[config.mk]
export PLATFORM = sky130hd
export DESIGN_NAME = vending_sequencer
export DESIGN_NICKNAME = d
export VERILOG_FILES = /design/src/rtl/vending_pkg.sv /design/src/rtl/button_debounce.sv /design/src/rtl/vending_sequencer.sv
export SDC_FILE = /design/constraint.sdc
export NUM_CORES = 1
export LEC_CHECK = 0
export ABC_AREA = 1
export BUFFER_PORTS_ARGS = -buffer_cell sky130_fd_sc_hd__buf_2
export CORE_UTILIZATION = 59
export CTS_CLUSTER_SIZE = 8
export DETAILED_ROUTE_END_ITERATION = 8
export PLACE_DENSITY = 0.82
export SLEW_MARGIN = 30
export SYNTH_ARGS = -nofsm -noshare
export SYNTH_HDL_FRONTEND = slang
export SYNTH_SLANG_ARGS = --single-unit
[constraint.sdc]
create_clock -name clk -period 2.67 [get_ports clk]
set_input_delay 0.534 -clock clk [delete_from_list [all_inputs] [get_ports clk]]
set_output_delay 0.534 -clock clk [all_outputs]
set_load 0.005 [all_outputs]
[src/rtl/vending_pkg.sv]
// Shared definitions for the vending sequencer: state encoding (doubles as
// the display state_code) and the valid product-selection range.
package vending_pkg;

  typedef enum logic [3:0] {
    ST_IDLE     = 4'd0,
    ST_CREDIT   = 4'd1,
    ST_DISPENSE = 4'd2,
    ST_CHANGE   = 4'd3,
    ST_DONE     = 4'd4,
    ST_ERROR    = 4'd14
  } state_e;

  localparam logic [2:0] SEL_MIN = 3'd1;
  localparam logic [2:0] SEL_MAX = 3'd6;

  // True when the selection addresses a real product slot.
  function automatic logic sel_in_range(input logic [2:0] s);
    return (s >= SEL_MIN) && (s <= SEL_MAX);
  endfunction

endpackage

[src/rtl/button_debounce.sv]
// Advance-button conditioner: 2-flop synchronizer, stability counter that
// only accepts a new level after DEBOUNCE_CYCLES consecutive differing
// samples, and a one-cycle pulse on each accepted 0->1 transition.
module button_debounce #(
  parameter int DEBOUNCE_CYCLES = 4
) (
  input  logic clk,
  input  logic rst,
  input  logic btn_i,
  output logic pulse_o
);

  localparam int CW = (DEBOUNCE_CYCLES > 1) ? $clog2(DEBOUNCE_CYCLES) : 1;
  localparam logic [CW-1:0] CNT_LAST = CW'(DEBOUNCE_CYCLES - 1);

  logic          sync1_q, sync2_q;
  logic          level_q, level_d;
  logic          pulse_q, pulse_d;
  logic [CW-1:0] cnt_q, cnt_d;

  // Stability tracking: count samples that disagree with the accepted level;
  // any agreeing sample restarts the count, so bounces never accumulate.
  always_comb begin
    level_d = level_q;
    cnt_d   = '0;
    pulse_d = 1'b0;
    if (sync2_q != level_q) begin
      if (cnt_q == CNT_LAST) begin
        level_d = sync2_q;
        pulse_d = sync2_q;
      end else begin
        cnt_d = cnt_q + CW'(1);
      end
    end
  end

  // Synchronizer and debounce state registers.
  always_ff @(posedge clk) begin
    if (rst) begin
      sync1_q <= 1'b0;
      sync2_q <= 1'b0;
      level_q <= 1'b0;
      pulse_q <= 1'b0;
      cnt_q   <= '0;
    end else begin
      sync1_q <= btn_i;
      sync2_q <= sync1_q;
      level_q <= level_d;
      pulse_q <= pulse_d;
      cnt_q   <= cnt_d;
    end
  end

  assign pulse_o = pulse_q;

endmodule

[src/rtl/vending_sequencer.sv]
// Vending controller: debounced advance, registered credit check and a
// timed IDLE/CREDIT/DISPENSE/CHANGE/DONE/ERROR sequence. All outputs are
// registered from next-state so they line up with state_code.
module vending_sequencer
  import vending_pkg::*;
#(
  parameter logic [3:0] PRICE           = 4'd3,
  parameter int         DEBOUNCE_CYCLES = 4,
  parameter int         DISPENSE_CYCLES = 8,
  parameter int         CHANGE_CYCLES   = 8,
  parameter int         ERROR_CYCLES    = 8,
  parameter int         TIMEOUT_CYCLES  = 64
) (
  input  logic       clk,
  input  logic       rst,
  input  logic [3:0] credit_in,
  input  logic       avance,
  input  logic [2:0] sel,
  output logic [3:0] state_code,
  output logic       credit_ok,
  output logic       dispense,
  output logic [2:0] product,
  output logic [3:0] change,
  output logic       busy,
  output logic       insufficient
);

  localparam int MAX_DC  = (DISPENSE_CYCLES > CHANGE_CYCLES) ? DISPENSE_CYCLES : CHANGE_CYCLES;
  localparam int MAX_ET  = (ERROR_CYCLES > TIMEOUT_CYCLES) ? ERROR_CYCLES : TIMEOUT_CYCLES;
  localparam int MAX_CYC = (MAX_DC > MAX_ET) ? MAX_DC : MAX_ET;
  localparam int TW      = (MAX_CYC > 1) ? $clog2(MAX_CYC) : 1;

  // The timer counts N-1 down to 0, so a state lasts exactly N cycles and
  // the largest count fits in clog2(N) bits.
  localparam logic [TW-1:0] TIMEOUT_LOAD  = TW'(TIMEOUT_CYCLES - 1);
  localparam logic [TW-1:0] DISPENSE_LOAD = TW'(DISPENSE_CYCLES - 1);
  localparam logic [TW-1:0] CHANGE_LOAD   = TW'(CHANGE_CYCLES - 1);
  localparam logic [TW-1:0] ERROR_LOAD    = TW'(ERROR_CYCLES - 1);

  state_e        state_q, state_d;
  logic [TW-1:0] timer_q, timer_d;
  logic [3:0]    cred_q, cred_d;
  logic [2:0]    sel_lat_q, sel_lat_d;
  logic          credit_ok_q;
  logic          dispense_q, dispense_d;
  logic [2:0]    product_q, product_d;
  logic [3:0]    change_q, change_d;
  logic          busy_q, busy_d;
  logic          insuff_q, insuff_d;
  logic          adv_pulse;

  button_debounce #(
    .DEBOUNCE_CYCLES(DEBOUNCE_CYCLES)
  ) u_debounce (
    .clk    (clk),
    .rst    (rst),
    .btn_i  (avance),
    .pulse_o(adv_pulse)
  );

  // Next-state, timer, latches and next-output decode.
  always_comb begin
    state_d   = state_q;
    timer_d   = (timer_q != '0) ? timer_q - TW'(1) : '0;
    cred_d    = cred_q;
    sel_lat_d = sel_lat_q;
    insuff_d  = 1'b0;

    case (state_q)
      ST_IDLE: begin
        if (credit_in != 4'd0) begin
          state_d = ST_CREDIT;
          timer_d = TIMEOUT_LOAD;
        end
      end
      ST_CREDIT: begin
        if (credit_in == 4'd0) begin
          state_d = ST_IDLE;
        end else if (adv_pulse) begin
          if (credit_in >= PRICE) begin
            if (sel_in_range(sel)) begin
              state_d   = ST_DISPENSE;
              timer_d   = DISPENSE_LOAD;
              cred_d    = credit_in;
              sel_lat_d = sel;
            end else begin
              state_d = ST_ERROR;
              timer_d = ERROR_LOAD;
            end
          end else begin
            insuff_d = 1'b1;
            timer_d  = TIMEOUT_LOAD;
          end
        end else if (timer_q == '0) begin
          state_d = ST_IDLE;
        end
      end
      ST_DISPENSE: begin
        if (timer_q == '0) begin
          if (cred_q > PRICE) begin
            state_d = ST_CHANGE;
            timer_d = CHANGE_LOAD;
          end else begin
            state_d = ST_DONE;
          end
        end
      end
      ST_CHANGE: begin
        if (timer_q == '0) begin
          state_d = ST_DONE;
        end
      end
      ST_DONE: begin
        if (credit_in == 4'd0) begin
          state_d = ST_IDLE;
        end
      end
      ST_ERROR: begin
        if (timer_q == '0) begin
          if (credit_in == 4'd0) begin
            state_d = ST_IDLE;
          end else begin
            state_d = ST_CREDIT;
            timer_d = TIMEOUT_LOAD;
          end
        end
      end
      default: begin
        state_d = ST_IDLE;
      end
    endcase

    dispense_d = (state_d == ST_DISPENSE);
    product_d  = dispense_d ? sel_lat_d : 3'd0;
    // CHANGE is only entered with latched credit above PRICE, so no underflow.
    change_d   = (state_d == ST_CHANGE) ? (cred_d - PRICE) : 4'd0;
    busy_d     = (state_d == ST_DISPENSE) || (state_d == ST_CHANGE) || (state_d == ST_ERROR);
  end

  // State, timer, latched selection and registered outputs.
  always_ff @(posedge clk) begin
    if (rst) begin
      state_q     <= ST_IDLE;
      timer_q     <= '0;
      cred_q      <= 4'd0;
      sel_lat_q   <= 3'd0;
      credit_ok_q <= 1'b0;
      dispense_q  <= 1'b0;
      product_q   <= 3'd0;
      change_q    <= 4'd0;
      busy_q      <= 1'b0;
      insuff_q    <= 1'b0;
    end else begin
      state_q     <= state_d;
      timer_q     <= timer_d;
      cred_q      <= cred_d;
      sel_lat_q   <= sel_lat_d;
      credit_ok_q <= (credit_in >= PRICE);
      dispense_q  <= dispense_d;
      product_q   <= product_d;
      change_q    <= change_d;
      busy_q      <= busy_d;
      insuff_q    <= insuff_d;
    end
  end

  assign state_code   = state_q;
  assign credit_ok    = credit_ok_q;
  assign dispense     = dispense_q;
  assign product      = product_q;
  assign change       = change_q;
  assign busy         = busy_q;
  assign insufficient = insuff_q;

endmodule

# After elaboration in Yosys (flattened, before gate mapping)
# Index checks and enable logic that the tools add are counted.
# word_totals
regBits	34
latch_bits	0
mem_bits_rw	0
romBits	0
input_bits	10
out_inout_bits	15
wordCells	86
n_memories	0
# op_classes
addsub	3
mul	0
div_mod_pow	0
order_cmp	4
eq_ne	10
shift	0
n_mux	34
bitwise_logic	6
n_reduce_logical	14
# op_table
cell	n
$mux 4	15
$mux 6	9
$pmux 4 s6	1
$pmux 6 s4	1
$mux 3	6
$eq 4x2->1 const B	4
$eq 4x4->1 const B	2
$logic_not 4->1	2
$logic_not 6->1	1
$not 1->1	6
$reduce_bool 6->1	1
$reduce_or 3->1	2
$sub 6x1->6 const B	1
$eq 4x1->1 const B	1
$eq 4x3->1 const B	1
$ge 4x2->1 const B	1
$gt 4x2->1 const B	1
$reduce_bool 4->1	1
$reduce_or 2->1	2
$reduce_or 4->1	1
$sub 4x2->4 const B	1
$ge 3x1->1 const B	1
$le 3x3->1 const B	1
$add 2x1->2 const B	1
other kinds (6)	8

# Logic depth before layout (Yosys ltp)
# Gate-level depths: netlist of run 1.
# depth
word_depth	10
depth_mapped	13
mapped_depth_nobuf	13

# Cells and area by module
# Synthesis of run 1 repeated with hierarchy kept, for this count alone.
# unflattened
cells_unflattened	236
hier_area_um2	1651.6
# by_module_without_submodules
module	n_inst	cells_each	area_each_um2	seq_area_each_um2
vending_sequencer	1	213	1453.9	560.5
button_debounce	1	23	197.7	120.1

# Least setup slack after synthesis of run 1
# No wires, ideal clock.
# synth_timing
path_kind	input to register
from	input credit_in[2]
to	register change_q[2], in the netlist change[2]
setup_ps	66
arrival_ps	1651
t_required_ps	2604
setup_slack_ps	952
path_stages	11
path_buffers	0
path_cell_list	inv_1 > nand2_1 > nor2_4 > nor2_8 > nand3_4 > nand2_1 > nand2_2 > ha_1 > inv_1 > or2_1 > a21oi_2
# synth_via
word_cells_on_any_way	20
cone_classes	add/sub (1); order compare (1); eq/ne (1); mux (13); bitwise (1); reduce/logical (3)
# synth_rtl
element	line	text
from (decl)	vending_sequencer.sv:16	input logic [3:0] credit_in,
$ge 4x2->1	vending_sequencer.sv:80	if (credit_in >= PRICE) begin
$mux 4	vending_sequencer.sv:80	
$mux 4	vending_sequencer.sv:79	end else if (adv_pulse) begin
$mux 4 *	vending_sequencer.sv:77	if (credit_in == 4'd0) begin
$mux 4 *	vending_sequencer.sv:69	case (state_q)
via cred_d[0]	vending_sequencer.sv:42	logic [3:0] cred_q, cred_d;
$sub 4x2->4 *	vending_sequencer.sv:136	change_d = (state_d == ST_CHANGE) ? (cred_d - PRICE) : 4'd0;
to (signal assigned)	vending_sequencer.sv:161	change_q <= change_d;
to (decl)	vending_sequencer.sv:47	logic [3:0] change_q, change_d;
# The timed path passes the listed nets; every way through them passes the cells marked *.
# A chain may end at the register's enable or synchronous reset.

# Worst setup path in the final report of run 1
# layout_timing
from	register timer_q[0]
to	register product_q[0], in the netlist product[0]
# layout_via
elab_chain_len	8
word_cells_on_any_way	11
cone_classes	eq/ne (1); mux (7); bitwise (1); reduce/logical (2)
# layout_rtl
element	line	text
from (decl)	vending_sequencer.sv:41	logic [TW-1:0] timer_q, timer_d;
from (signal assigned)	vending_sequencer.sv:155	timer_q <= timer_d;
$logic_not 6->1 *	n/a	
$mux 4	vending_sequencer.sv:94	end else if (timer_q == '0) begin
$mux 4	vending_sequencer.sv:79	
$mux 4	vending_sequencer.sv:77	
$pmux 4 s6 *	vending_sequencer.sv:69	
$eq 4x2->1 *	vending_sequencer.sv:133	dispense_d = (state_d == ST_DISPENSE);
$not 1->1 (no line) *	n/a	
$reduce_or 2->1 (no line) *	n/a	
to (signal assigned)	vending_sequencer.sv:160	product_q <= product_d;
to (decl)	vending_sequencer.sv:46	logic [2:0] product_q, product_d;
# Mark *: on every way between the ends. The rest lies on a longest branch, timed or not.

==> results of run 1 <==
[Yosys cell counts]
cell type,number
sky130_fd_sc_hd__dfxtp_1,34
sky130_fd_sc_hd__clkinv_2,1
sky130_fd_sc_hd__nand3_1,18
sky130_fd_sc_hd__nor2_1,33
sky130_fd_sc_hd__a21oi_1,14
sky130_fd_sc_hd__nand2_1,48
sky130_fd_sc_hd__nor2_2,1
sky130_fd_sc_hd__o21ai_2,1
sky130_fd_sc_hd__or2_1,1
sky130_fd_sc_hd__and2_1,2
sky130_fd_sc_hd__inv_1,34
sky130_fd_sc_hd__ha_1,3
sky130_fd_sc_hd__o21ai_1,2
sky130_fd_sc_hd__a21boi_0,1
sky130_fd_sc_hd__clkbuf_1,2
sky130_fd_sc_hd__nor4_1,1
sky130_fd_sc_hd__o21ai_0,13
sky130_fd_sc_hd__o211ai_1,2
sky130_fd_sc_hd__nand3b_1,1
sky130_fd_sc_hd__nand4_1,2
sky130_fd_sc_hd__xor2_1,1
sky130_fd_sc_hd__nor3_1,3
sky130_fd_sc_hd__buf_2,1
sky130_fd_sc_hd__nand3_4,2
sky130_fd_sc_hd__nor2_8,1
sky130_fd_sc_hd__a21oi_2,1
sky130_fd_sc_hd__nand2_2,3
sky130_fd_sc_hd__nor2_4,2
[sequential cells by signal (all words and copies together), names as in the netlist]
register and cells:
busy 1, change 4, cred_q 4, credit_ok 1, dispense 1, insufficient 1, product 3, sel_lat_q 3
state_code 4, timer_q 6, u_debounce.cnt_q 2, u_debounce.level_q 1, u_debounce.pulse_o 1, u_debounce.sync1_q 1, u_debounce.sync2_q 1
[final cells by class]
type                    count  area share, %
clock buffers               5           2.01
flip-flops and latches     34           36.5
inverters                  35           7.11
clock inverters             3           3.69
multi-input cells         156           42.3
well taps                  30           2.01
repair buffers             24           6.44
[through the flow]
| stage | hold WS [ns] | utilization [%] | std cells | power (W) |
|---|---|---|---|---|
| floorplan | 0.388 | - | 228 | 0.000623 |
| global placement | 0.390 | 69.7 | 279 | 0.000651 |
| detailed placement | 0.394 | 69.7 | 279 | 0.000652 |
| CTS | 0.383 | 74.0 | 287 | 0.00112 |
| global route | 0.381 | 74.0 | 287 | 0.00116 |
| finish | 0.393 | 74.0 | 287 | 0.00111 |
[per-layer routing]
metal	share of wire [%]	wire [um]
met1	49	1480
met2	46	1400
met3	3.4	104
met4	1.9	59
met5	0	0
[kinds of logic after synthesis]
family | synth area share (%)
AO/OA/AOI/OAI | 11.5
XOR/XNOR | 0.543
adder cells (fa/ha/maj) | 2.33
buffers and inverters | 8.99
flip-flops | 42.2
AND/OR/NAND/NOR | 34.5
[critical path, stage by stage (launching register included)]
cell	delay (ns)
sky130_fd_sc_hd__dfxtp_1	0.31
sky130_fd_sc_hd__inv_1	0.08
sky130_fd_sc_hd__ha_1	0.17
sky130_fd_sc_hd__inv_1	0.05
sky130_fd_sc_hd__nor2_2	0.16
sky130_fd_sc_hd__nand3b_1	0.34
sky130_fd_sc_hd__nand2_1	0.17
sky130_fd_sc_hd__o21ai_0	0.09
sky130_fd_sc_hd__nor2_1	0.10
sky130_fd_sc_hd__nand2_1	0.06
sky130_fd_sc_hd__nor2_1	0.13
sky130_fd_sc_hd__nand3_1	0.17
sky130_fd_sc_hd__nor2_1	0.13
[where the power goes]
| part | switching (W) | leakage (nW) | internal [W] |
|---|---|---|---|
| Clock | 0.000177 | 0.0554 | 0.000293 |
| Combinational | 0.0000682 | 0.599 | 0.0000403 |
| Sequential | 0.00000983 | 0.277 | 0.000522 |
| Total | 0.000255 | 0.931 | 0.000855 |
[cell usage in the layout, fill, tap and decap left out]
cell / n
sky130_fd_sc_hd__nand2_1: 48
sky130_fd_sc_hd__inv_1: 34
sky130_fd_sc_hd__dfxtp_1: 34
sky130_fd_sc_hd__nor2_1: 33
sky130_fd_sc_hd__buf_2: 24
sky130_fd_sc_hd__nand3_1: 18
sky130_fd_sc_hd__a21oi_1: 14
sky130_fd_sc_hd__o21ai_0: 13
sky130_fd_sc_hd__clkbuf_4: 5
sky130_fd_sc_hd__nor3_1: 3
sky130_fd_sc_hd__nand2_2: 3
sky130_fd_sc_hd__ha_1: 3
sky130_fd_sc_hd__nor2_4: 2
sky130_fd_sc_hd__nand3_4: 2
sky130_fd_sc_hd__o211ai_1: 2
sky130_fd_sc_hd__o21ai_1: 2
sky130_fd_sc_hd__nand4_1: 2
sky130_fd_sc_hd__and2_1: 2
sky130_fd_sc_hd__bufinv_16: 2
sky130_fd_sc_hd__nor2_8: 1
sky130_fd_sc_hd__nor2_2: 1
sky130_fd_sc_hd__nand3b_1: 1
sky130_fd_sc_hd__a21boi_0: 1
sky130_fd_sc_hd__clkinv_2: 1
sky130_fd_sc_hd__o21ai_2: 1
sky130_fd_sc_hd__nor4_1: 1
sky130_fd_sc_hd__or2_1: 1
sky130_fd_sc_hd__a21oi_2: 1
sky130_fd_sc_hd__xor2_1: 1
sky130_fd_sc_hd__clkinv_4: 1
[worst paths after layout]
kind / from / to / slack (ns) / cells past startpoint
worst max-delay path: timer_q[0] / product[0] / 0.65 / 12
worst min-delay path: avance / u_debounce.sync1_q / 0.39 / 3
worst min register to register: u_debounce.sync1_q / u_debounce.sync2_q / 0.41 / 2
worst max register to register: timer_q[0] / product[0] / 0.65 / 12
==> flow_results.org, run 1 <==
** Synth
- Sequential cells were found to cover 42.2% of the synthesized design area.
- For this run, the number of Yosys warnings is 0.
- Post-synthesis sequential element count :: 34
- Cell Area, Synth :: between 0.0015 and 0.002 mm^2
- Number of unique standard cell types used by synthesis :: 28
- Biggest area contributors in the synthesized netlist :: sky130_fd_sc_hd__dfxtp_1 (42%), sky130_fd_sc_hd__nand2_1 (11%), sky130_fd_sc_hd__inv_1 (7.9%), sky130_fd_sc_hd__nor2_1 (7.7%), sky130_fd_sc_hd__nand3_1 (5.6%)
- The largest total area in the synthesized netlist belongs to sky130_fd_sc_hd__dfxtp_1.
- The number of nets handed over by synthesis was around 240.
- In this run the biggest area consumer among cell types represents a little over two fifths of the synthesized area.
- A synthesized cell averages roughly 7 um^2.
- In the synthesized netlist, the number of instances is 228.

** Setup path
- Required time reported for the critical path endpoint :: slightly below 3 ns
- Of all nets on the critical path, the largest fanout is 12.
- Kind of end point of the critical path :: flip-flop
- By startpoint and endpoint, the worst setup path is classified as reg2reg.
- Arr. time, crit path :: around 2.3 ns
- STA classifies the critical path startpoint as a flip-flop.

** Clock network
- CTS built an H-tree with a depth of 2.
- Clock latency of the later-clocked register in the worst-skew pair :: approximately 0.34 ns
- Clock tree synthesis selected as its root buffer the cell sky130_fd_sc_hd__clkbuf_4.
- TritonCTS built the clock tree.
- Clock sink total :: 34
- Maximum clock insertion buffer count :: 2
- After clock tree synthesis, the clock-pin slew on the worst setup and hold paths is about 0.11 ns.
- In this run the post-CTS setup repair buffer count came out at 0.
- TritonCTS created 5 clock buffers.
- Hold repair after CTS inserted 0 buffers.
- Gates resized during post-CTS repair numbered 0.

** Floorplanning
- The floorplan step defined a die boundary enclosing roughly 0.003 mm^2.
- Die width :: between 50 and 60 um
- The core region is between 0.002 and 0.003 mm^2.
- Floorplan row count :: 18
- From bottom edge to top edge, the die measures roughly 54 um.
- 25 I/O pins were placed.
- The initial utilization of the core area, before any placement, comes to between 60% and 70%.

** Placement
- Worst setup timing slack at the placement stage :: between 0.6 and 0.7 ns
- Buffers placed on the I/O ports in this run total 24.
- Summed over all nets, the half-perimeter wirelength after detailed placement is roughly 2300 um.
- The placed instances occupy a cell area of 0.00176 mm^2.
- At the end of routability-driven placement, the weighted congestion stood at ~0.84.

** Timing
- Peak clock frequency supported by timing :: between 400 and 500 MHz
- Setup slack of the critical path after layout :: approximately 0.65 ns
- Hold Violations, Final :: 0
- Setup violations remaining at the end of the flow were counted as 0.
- Worst slew margin relative to its limit :: a little under three quarters
- Final worst-path cycle share :: about three quarters
- Unrepaired setup endpoints after global routing :: no
- Summed over all failing endpoints, the final setup total negative slack is 0 ns.
- For the pin with the worst max-slew slack, the measured transition is 0.431 ns.
- Across the routed clock network, the largest skew measured is ~0.008 ns.
- The number of max-slew violations in the final report is 0.
- After layout, the minimum clock period comes to 2.02 ns.

** Finish
- Total area of sequential cells :: a little under 700 um^2
- Share of post-route cells with drive strength above 1 :: 17.1%
- Antenna diodes :: 0
- Summing all multi-input logic gate instances after layout gives 788 um^2.
- Counting the fill cells in the layout gives 218.
- The finished cells cover between 0.0015 and 0.002 mm^2.
- Compared with the post-synthesis result, the final layout area differs by 15.6%.
- After the last flow step, the layout net total stands at 269.

** Drt
- Per-cell via count in the routed design :: 5.03
- After detailed routing, the average wire length per cell comes to between 10 and 15 um.
- Before antenna repair, the detailed router went through 4 iterations.
- Antenna viol nets, final :: 0
- Number of violations reported at the end of detailed-routing iteration 0 :: 26
- Number of remaining DRC errors :: 0
- Via count :: between 1000 and 1500
- Routed WL :: 3050 um

** Pwr
- The worst-case IR drop observed on VDD is ~0.85 mV.
- The analysis attributes to cell leakage a power of 0.931 nW.
- For this design the ratio of total power to cell area is 595 mW/mm^2.

** Global route
- Met1 GRT Util :: ~28%
- Global routing consumed, on the met3 layer, around 6.7% of the routing resources.
- Global-route usage over all layers :: between 20% and 30%
- Met2 capacity usage during global routing :: roughly 38%
- Number of antenna violations at the first check in global routing :: 0
- The via count of the first global-routing pass was between 1000 and 1500.
- The first global-routing pass estimated between 4000 and 5000 um of wire.
- Maximum number of pins on one net before global-route repair :: 25
- The total overflow left after global routing is 0.
- Most used routing layer :: met2

** Run status
- The flow ran to the end, and the final reports show no timing, DRC or antenna violations.

** Worst hold path
- Class of the worst hold path :: in2reg

** Job
- Maxcap violations :: 0
Power figures use the tool's default switching activity.
==> run 2, diff against run 1 <==
--- a/config.mk
+++ b/config.mk
@@ -5,12 +5,12 @@
 export SDC_FILE = /design/constraint.sdc
 export NUM_CORES = 1
 export LEC_CHECK = 0
-export ABC_AREA = 1
+export ABC_AREA = 0
 export BUFFER_PORTS_ARGS = -buffer_cell sky130_fd_sc_hd__buf_2
-export CORE_UTILIZATION = 59
+export CORE_UTILIZATION = 55
 export CTS_CLUSTER_SIZE = 8
 export DETAILED_ROUTE_END_ITERATION = 8
-export PLACE_DENSITY = 0.82
+export PLACE_DENSITY = 0.78
 export SLEW_MARGIN = 30
 export SYNTH_ARGS = -nofsm -noshare
 export SYNTH_HDL_FRONTEND = slang
==> constraint.sdc (replaced) <==
create_clock -name clk -period 2.05 [get_ports clk]
set_input_delay 0.41 -clock clk [delete_from_list [all_inputs] [get_ports clk]]
set_output_delay 0.41 -clock clk [all_outputs]
set_load 0.005 [all_outputs]
==> flow_results.org, run 2 <==
** Synth
- Summed over all instances, the cell type with the most area after synthesis is sky130_fd_sc_hd__dfxtp_1.
- Multiplexer cells account for under 10% of the synthesized area.
- Synthesis handed over a netlist of 160 instances.
- Main combinational cell family by area after synthesis :: simple AND/OR/NAND/NOR gates
- Number of enable flip-flop cells after synthesis :: 0
- Synth Warn # :: 0
- By area the synthesized netlist is led by sky130_fd_sc_hd__dfxtp_1 (43%), sky130_fd_sc_hd__nor2_1 (5.2%), sky130_fd_sc_hd__mux2i_1 (4.4%), sky130_fd_sc_hd__a21oi_1 (2.8%), sky130_fd_sc_hd__ha_1 (2.3%).
- In this run, synthesis produced a sequential element count of 34.
- Counting every net in the synthesized netlist gives between 150 and 200.
- Cell Area, Synth :: 0.00160 mm^2
- The average instance in the mapped netlist occupies approximately 10 um^2.
- Share of the synthesized area in compound gates (AO/OA/AOI/OAI) :: between 10% and 20%
- Summing the sequential cell areas from Yosys gives a little over two fifths of the chip area.
- By count the netlist is led by sky130_fd_sc_hd__dfxtp_1 (34), sky130_fd_sc_hd__nor2_1 (22), sky130_fd_sc_hd__a21oi_1 (9).
- For this run, asynchronously set or reset flops after synthesis account for 0%.
- The synthesized netlist devotes 2.35% of its cell area to adder and majority cells.
- Dominant synthesized flop cell :: sky130_fd_sc_hd__dfxtp_1
- The synthesized netlist devotes 2.74% of its cell area to XOR and XNOR gates.
- In this run, distinct cell masters in the synthesized netlist total 53.
- In this run the biggest area consumer among cell types represents between 40 and 50% of the synthesized area.
- The synthesized netlist devotes approximately a quarter of its cell area to simple gates.
- Most frequently used cell type in the post-synthesis netlist :: sky130_fd_sc_hd__dfxtp_1

** Floorplanning
- Once the floorplan was initialized, standard cells occupied 57.9% of the core.
- The floorplan step set the die height to between 50 and 60 um.
- DIE AREA :: ~0.0031 mm^2
- After floorplanning, the core was divided into 19 placement rows.
- Top-Level Pins :: 25
- The total area inside the core boundary comes to ~0.0028 mm^2.
- Die width :: approximately 56 um

** Finish
- Final nets :: between 200 and 250
- Counting flops per register, the top entry is timer_q.
- Antenna diodes :: 0
- Share of post-route cells with drive strength above 1 :: between 30% and 40%
- Cells fill between 70 and 80% of the core in the end.
- The sequential cells in the finished layout cover a total of 682 um^2.
- Leaving out fill and tap cells, the most frequent cell in the layout is sky130_fd_sc_hd__dfxtp_1.
- Footprint of the multi-input gates :: approximately 870 um^2
- The layout has between 150 and 200 filler cells.
- Max FFs per register :: 6
- Excluding fillers, the count of instances in the completed layout stands at about 250.
- Area Growth Syn to Fin :: 25.8%
- Top library cells by usage in the layout, fill and taps aside :: sky130_fd_sc_hd__dfxtp_1 (33), sky130_fd_sc_hd__buf_4 (27), sky130_fd_sc_hd__buf_2 (24)

** Clock network
- For the worst-skew pair, the clock arrives at the later sink with an insertion delay of 0.34 ns.
- H-tree Lvls :: 2
- TritonCTS built the clock tree.
- The longest clock path from root to sink contains 2 buffers.
- Cell at the root of the clock tree :: sky130_fd_sc_hd__clkbuf_4
- The number of hold buffers added after CTS was 0.
- After clock tree synthesis, the clock-pin slew on the worst setup and hold paths is ~0.11 ns.
- Number of buffers created by CTS :: 5
- Counting every sink on the clock net gives 34.

** Global route
- Number of antenna violations at the first check in global routing :: 0
- Met3 usage :: 6.98%
- In the global route stage, met2 resource usage came out at between 30% and 40%.
- In this run the most used layer during global routing was met2.
- Global-route usage over all layers :: between 20% and 30%
- Via count of the first global-routing pass :: between 1000 and 1500
- The first global-routing pass estimated about 5500 um of wire.
- Summed over all layers, the global routing overflow is 0.
- In the global route stage, met1 resource usage came out at between 20% and 30%.
- Entering global routing, the biggest net connects 20 pins.

** Timing
- For the finished layout, the period the worst path requires is 1.99 ns.
- The number of max-slew violations in the final report was 0.
- Static timing analysis puts the maximum clock frequency at 502 MHz.
- Total Negative Setup Slacks :: 0 ns
- Worst slew margin relative to its limit :: between 70% and 80%
- The final-report hold violation count is 0.
- At the pin with the least slew margin, the transition time is ~0.39 ns.
- Final worst-path cycle share :: 97.1%
- The clock arrives with 0.0142 ns of skew.
- Total of endpoints with negative setup slack in the final report :: 0

** Job
- Maxcap violations :: 0

** Pwr
- Share of power burned in combinational logic :: 13.6%
- Net switching share of the total power :: between 20% and 30%
- Switching power total :: between 0.0003 and 0.0004 W
- Leakage :: around 0.98 nW
- Power spread over the standard cell area amounts to roughly 620 mW/mm^2.
- Sequential share of power :: between 50% and 60%
- Part of the power in the clock network :: between 30% and 40%
- The internal portion of the total power is roughly 0.00093 W.
- Maximum VDD drop :: 0.661 mV

** Drt
- Antenna viol nets, final :: 0
- The final route contains about 1400 vias.
- Per-cell via count in the routed design :: 5.63
- In this run, the number of DRC markers left after iteration 0 of detailed routing was 35.
- For this run, design rule violations remaining after detail routing come to 0.
- Routed WL :: ~3400 um
- First-pass DRT Iterations :: 4
- In the final routed layout, each cell accounts on average for roughly 14 um.

** Setup path
- Kind of end point of the critical path :: flip-flop
- Along the worst path, the maximum fanout reaches 4.
- Required time reported for the critical path endpoint :: 2.32 ns
- Critical path type :: in2reg
- Kind of launch point of the worst setup path :: input pin
- Data arrives at the worst endpoint at about 2.3 ns.

** Placement
- Once placement completed, the tool counted placed cells totaling roughly 240.
- Weighted congestion at the end of routability-driven global placement :: 0.806
- The count of buffers added on input and output ports is 24.
- Half-perimeter wire length after detailed placement :: roughly 2500 um

** Worst hold path
- Class of the worst hold path :: in2reg

** Run status
- Run status :: completed
[run 2: area by class of cell]
| class | instances | share of cell area (%) |
|---|---|---|
| Clock inverter | 1 | 0.249 |
| Tap cell | 31 | 1.93 |
| Sequential cell | 34 | 33.9 |
| Inverter | 9 | 1.68 |
| Multi-Input combinational cell | 114 | 43.4 |
| Clock buffer | 7 | 2.74 |
| Timing Repair Buffer | 51 | 16.1 |
[run 2: timing repair]
action / CTS / global route
setup buffers: 0 / 3
gates resized for setup: 1 / 3
pin swaps: 0 / 1
endpoints found under the setup margin: 1 / 8
[run 2: power groups by stage]
stage / Clock [W] / Sequential, W / Combinational (W)
floorplan: 0 / 0.000710 / 0.000102
global placement: 0 / 0.000709 / 0.000156
detailed placement: 0 / 0.000711 / 0.000162
CTS: 0.000394 / 0.000696 / 0.000163
global route: 0.000423 / 0.000699 / 0.000186
finish: 0.000387 / 0.000696 / 0.000170
[run 2: path summary, 6_finish.rpt]
kind / start / slack, ns / endpoint / cells after the start
hold / removal: avance / 0.29 / u_debounce.sync1_q / 2
setup reg to reg: state_code[3] / 0.14 / change[3] / 6
hold reg to reg: u_debounce.cnt_q[0] / 0.44 / u_debounce.cnt_q[0] / 1
setup / recovery: credit_in[0] / 0.06 / change[2] / 9
[run 2: critical path: stages]
cell and delay, ns:
sky130_fd_sc_hd__buf_2 0.11, sky130_fd_sc_hd__or4_4 0.54, sky130_fd_sc_hd__and4_4 0.18, sky130_fd_sc_hd__nand3_4 0.10, sky130_fd_sc_hd__mux2_4 0.32, sky130_fd_sc_hd__ha_2 0.20, sky130_fd_sc_hd__nor2b_1 0.13, sky130_fd_sc_hd__o21ai_1 0.10
sky130_fd_sc_hd__nor4b_2 0.17
[run 2: routing by layer]
layer  routed length, um  share of wire [%]  vias to the layer above
met5                   0                  0                        -
met4                  51                1.5                        0
met3                 170                4.9                        7
met2                1630                 48                       42
met1                1580                 46                      658
li1                    -                  -                      684
[run 2: through the flow]
| stage | power [W] | setup WS (ns) | area [um^2] | hold WS (ns) |
|---|---|---|---|---|
| 2_1_floorplan | 0.000811 | -0.223 | 1600 | 0.397 |
| 6_report | 0.00125 | 0.0587 | 2010 | 0.289 |
| 4_1_cts | 0.00125 | 0.0206 | 1980 | 0.276 |
| 5_1_grt | 0.00131 | -0.00731 | 2010 | 0.290 |
| 3_3_place_gp | 0.000866 | -0.282 | 1920 | 0.405 |
| 3_5_place_dp | 0.000874 | -0.331 | 1920 | 0.427 |
[run 2: logic make-up (layout without fill, tap and decap cells)]
group	count (synthesis)	in the layout
and+or+nand+nor	64	64
DFF	34	34
adders and majority gates	3	3
buffers and inverters	12	68
xor gates and xnor gates	5	5
muxes	9	9
AOI/OAI and AO/OA	33	33
==> run 3, diff against run 2 <==
--- a/config.mk
+++ b/config.mk
@@ -7,10 +7,12 @@
 export LEC_CHECK = 0
 export ABC_AREA = 0
 export BUFFER_PORTS_ARGS = -buffer_cell sky130_fd_sc_hd__buf_2
-export CORE_UTILIZATION = 55
+export CELL_PAD_IN_SITES_DETAIL_PLACEMENT = 0
+export CELL_PAD_IN_SITES_GLOBAL_PLACEMENT = 1
+export CORE_UTILIZATION = 43
 export CTS_CLUSTER_SIZE = 8
 export DETAILED_ROUTE_END_ITERATION = 8
-export PLACE_DENSITY = 0.78
+export PLACE_DENSITY_LB_ADDON = 0.1
 export SLEW_MARGIN = 30
 export SYNTH_ARGS = -nofsm -noshare
 export SYNTH_HDL_FRONTEND = slang
==> flow_results.org, run 3 (synthesis results as in run 2) <==
** Floorplanning
- The die is between 60 and 70 um tall.
- The region available for standard cell placement spans around 0.0034 mm^2.
- In this run the count of I/O pins placed on the die edge is 25.
- DIE AREA :: approximately 0.0040 mm^2
- The floorplan has 21 rows.
- The initial utilization of the core area, before any placement, comes to 46.4%.
- Die width :: 63.0 um

** Finish
- Max FFs per register :: 6
- Final nets :: 232
- Cells with a size suffix above 1 make up about two fifths of the layout.
- Area Growth Syn to Fin :: 33.9%
- Most frequent standard cell in the layout excluding fill and tap cells :: sky130_fd_sc_hd__dfxtp_1
- The register with the most flip-flops in the final layout is timer_q.
- In the layout the commonest cells are sky130_fd_sc_hd__dfxtp_1 (34), sky130_fd_sc_hd__buf_4 (31), sky130_fd_sc_hd__buf_2 (22).
- Final Util :: just over 60%
- The repair_antennas step left the layout with diodes totalling 0.

** Run status
- Run status :: finished, violations left
- Violations in the final reports :: negative setup slack

** Timing
- Hold timing on the final database bottoms out at a slack of 0.328 ns.
- Worst slew margin relative to its limit :: between 70% and 80%
- Clock skew after layout :: around 0.005 ns
- Of the available clock period, the critical path in the final layout requires 100%.
- Total Negative Setup Slacks :: -0.00515 ns
- For this run, the top clock speed supported by timing is a little under 500 MHz.
- Total of endpoints with negative setup slack in the final report :: 1
- The number of max-slew violations in the final report came to 0.
- Minimum clock period after layout :: around 2 ns
- For the pin with the worst max-slew slack, the measured transition is 0.405 ns.
- Unrepaired setup endpoints after global routing :: yes
- Once routing completed, OpenROAD measured the worst setup slack at -0.00515 ns.
- Hold Violations, Final :: 0

** Pwr
- The share of total power dissipated in the clock network is 39.7%.
- Cell Int Power :: roughly 0.0011 W
- For this design the ratio of total power to cell area is ~680 mW/mm^2.
- Of the total power, combinational logic draws 12.3%.
- Net switching share of the total power :: 23.6%
- Maximum VDD drop :: around 0.39 mV
- In this run the static leakage power is about 1 nW.
- Switching power total :: ~0.00034 W
- Of the total power, registers draw 48.0%.

** Drt
- First-pass DRT Iterations :: 4
- Antenna viol nets, final :: 0
- Detail-routed net length per standard cell :: about 14 um
- Routed WL :: between 3000 and 4000 um
- In the routed layout, each cell is associated on average with a via count of between 5 and 6.
- Via count :: 1367
- In the routed design, unresolved DRC markers number 0.
- For this block, the initial DRC count from the detailed router was 40.

** Job
- Maxcap violations :: 0

** Placement
- Buffers placed on the I/O ports in this run total 24.
- At the end of routability-driven placement, the weighted congestion stood at about 0.85.
- Worst setup timing slack at the placement stage :: -0.370 ns
- Once detailed placement completed, the half-perimeter wirelength came to between 2000 and 3000 um.

** Clock network
- The H-tree generated during clock tree synthesis spans 2 levels.
- Clock sink total :: 34
- TritonCTS built the clock tree.
- The clock passes through at most 2 buffers.
- Number of buffers created by CTS :: 5
- Clock-pin slew was measured on the worst setup and hold paths at around 0.06 ns.
- Cell at the root of the clock tree :: sky130_fd_sc_hd__clkbuf_8
- The clock reaches the later pin of the worst-skew pair after roughly 0.29 ns.

** Global route
- The number of antenna violations at the first check in global routing came to 0.
- Entering global routing, the biggest net connects 20 pins.
- Leftover overflow at the end of global routing :: 0
- Global routing consumed, over all layers together, 20.2% of the routing resources.
- The via count of the first global-routing pass is 1327.
- The first global-routing pass estimated between 6000 and 7000 um of wire.

** Setup path
- Critical path type :: in2reg
- For the worst flop-to-flop path, the logic depth is 8.
- Kind of launch point of the worst setup path :: input pin
- Data arrives at the worst endpoint at between 2 and 2.5 ns.
- STA classifies the critical path endpoint as a flip-flop.
- Along the worst path, the maximum fanout reaches 4.
- Data on the critical path is required at its endpoint by 2.23 ns.

** Worst hold path
- The worst hold path belongs to the class in2reg.
- Along the worst hold path, the cell count comes to 2.
run 3: cell types whose count changed in the layout (fill, tap and decap cells not counted), moves of 2 or more:
cell                       delta
sky130_fd_sc_hd__buf_2        -2
sky130_fd_sc_hd__clkbuf_8     +7
sky130_fd_sc_hd__buf_4        +4
sky130_fd_sc_hd__clkbuf_4     -5
sky130_fd_sc_hd__buf_6        +2
run 3: per-layer routing:
metal  global-route usage, %  vias to the layer above  wire (um)
li1                        -                      686          -
met1                    25.3                      647       1700
met2                    31.7                       28       1720
met3                    5.84                        6        145
met4                    9.30                        0         62
met5                       0                        -          0
run 3: through the flow:
stage / instances / instance area, um^2 / power, W
2_1_floorplan: 160 / 1600 / 0.000811
3_3_place_gp: 255 / 1960 / 0.000872
3_5_place_dp: 255 / 1960 / 0.000879
4_1_cts: 263 / 2100 / 0.00145
5_1_grt: 266 / 2140 / 0.00152
6_report: 266 / 2140 / 0.00145
run 3: power by group through the flow:
stage | Clock [W] | Sequential [W] | Combinational (W)
2_1_floorplan | 0 | 0.000710 | 0.000102
3_3_place_gp | 0 | 0.000710 | 0.000163
3_5_place_dp | 0 | 0.000711 | 0.000168
4_1_cts | 0.000589 | 0.000696 | 0.000170
5_1_grt | 0.000621 | 0.000699 | 0.000197
6_report | 0.000577 | 0.000697 | 0.000178
run 3: worst paths after layout:
check                            from                  end  slack [ns]
setup / recovery         credit_in[2]            change[2]      -0.005
hold / removal                 avance   u_debounce.sync1_q        0.33
setup reg to reg   u_debounce.pulse_o            change[2]        0.08
hold reg to reg   u_debounce.cnt_q[0]  u_debounce.cnt_q[0]        0.42
run 3: critical path, cell delays in order:
cell                      delay [ns]
sky130_fd_sc_hd__buf_6          0.09
sky130_fd_sc_hd__or4_4          0.53
sky130_fd_sc_hd__and4_4         0.18
sky130_fd_sc_hd__nand3_4        0.11
sky130_fd_sc_hd__mux2i_2        0.25
sky130_fd_sc_hd__inv_1          0.10
sky130_fd_sc_hd__ha_4           0.18
sky130_fd_sc_hd__nor2b_1        0.17
sky130_fd_sc_hd__o21ai_2        0.08
sky130_fd_sc_hd__nor4b_2        0.15
run 3: area by class of cell:
cell class	instances	area (um^2)
tap	46	57.6
clock buffer	8	110
multi-input combinational	114	892
fill	314	1300
sequential	34	681
inverter	9	33.8
timing repair buffer	55	365
run 3: repair_timing:
| action | CTS | global route |
|---|---|---|
| setup buffers | 0 | 3 |
| resized for setup | 5 | 4 |
| hold buffers | 0 | 0 |
| setup endpoints to repair | 1 | 6 |
| pin swaps | 3 | 5 |
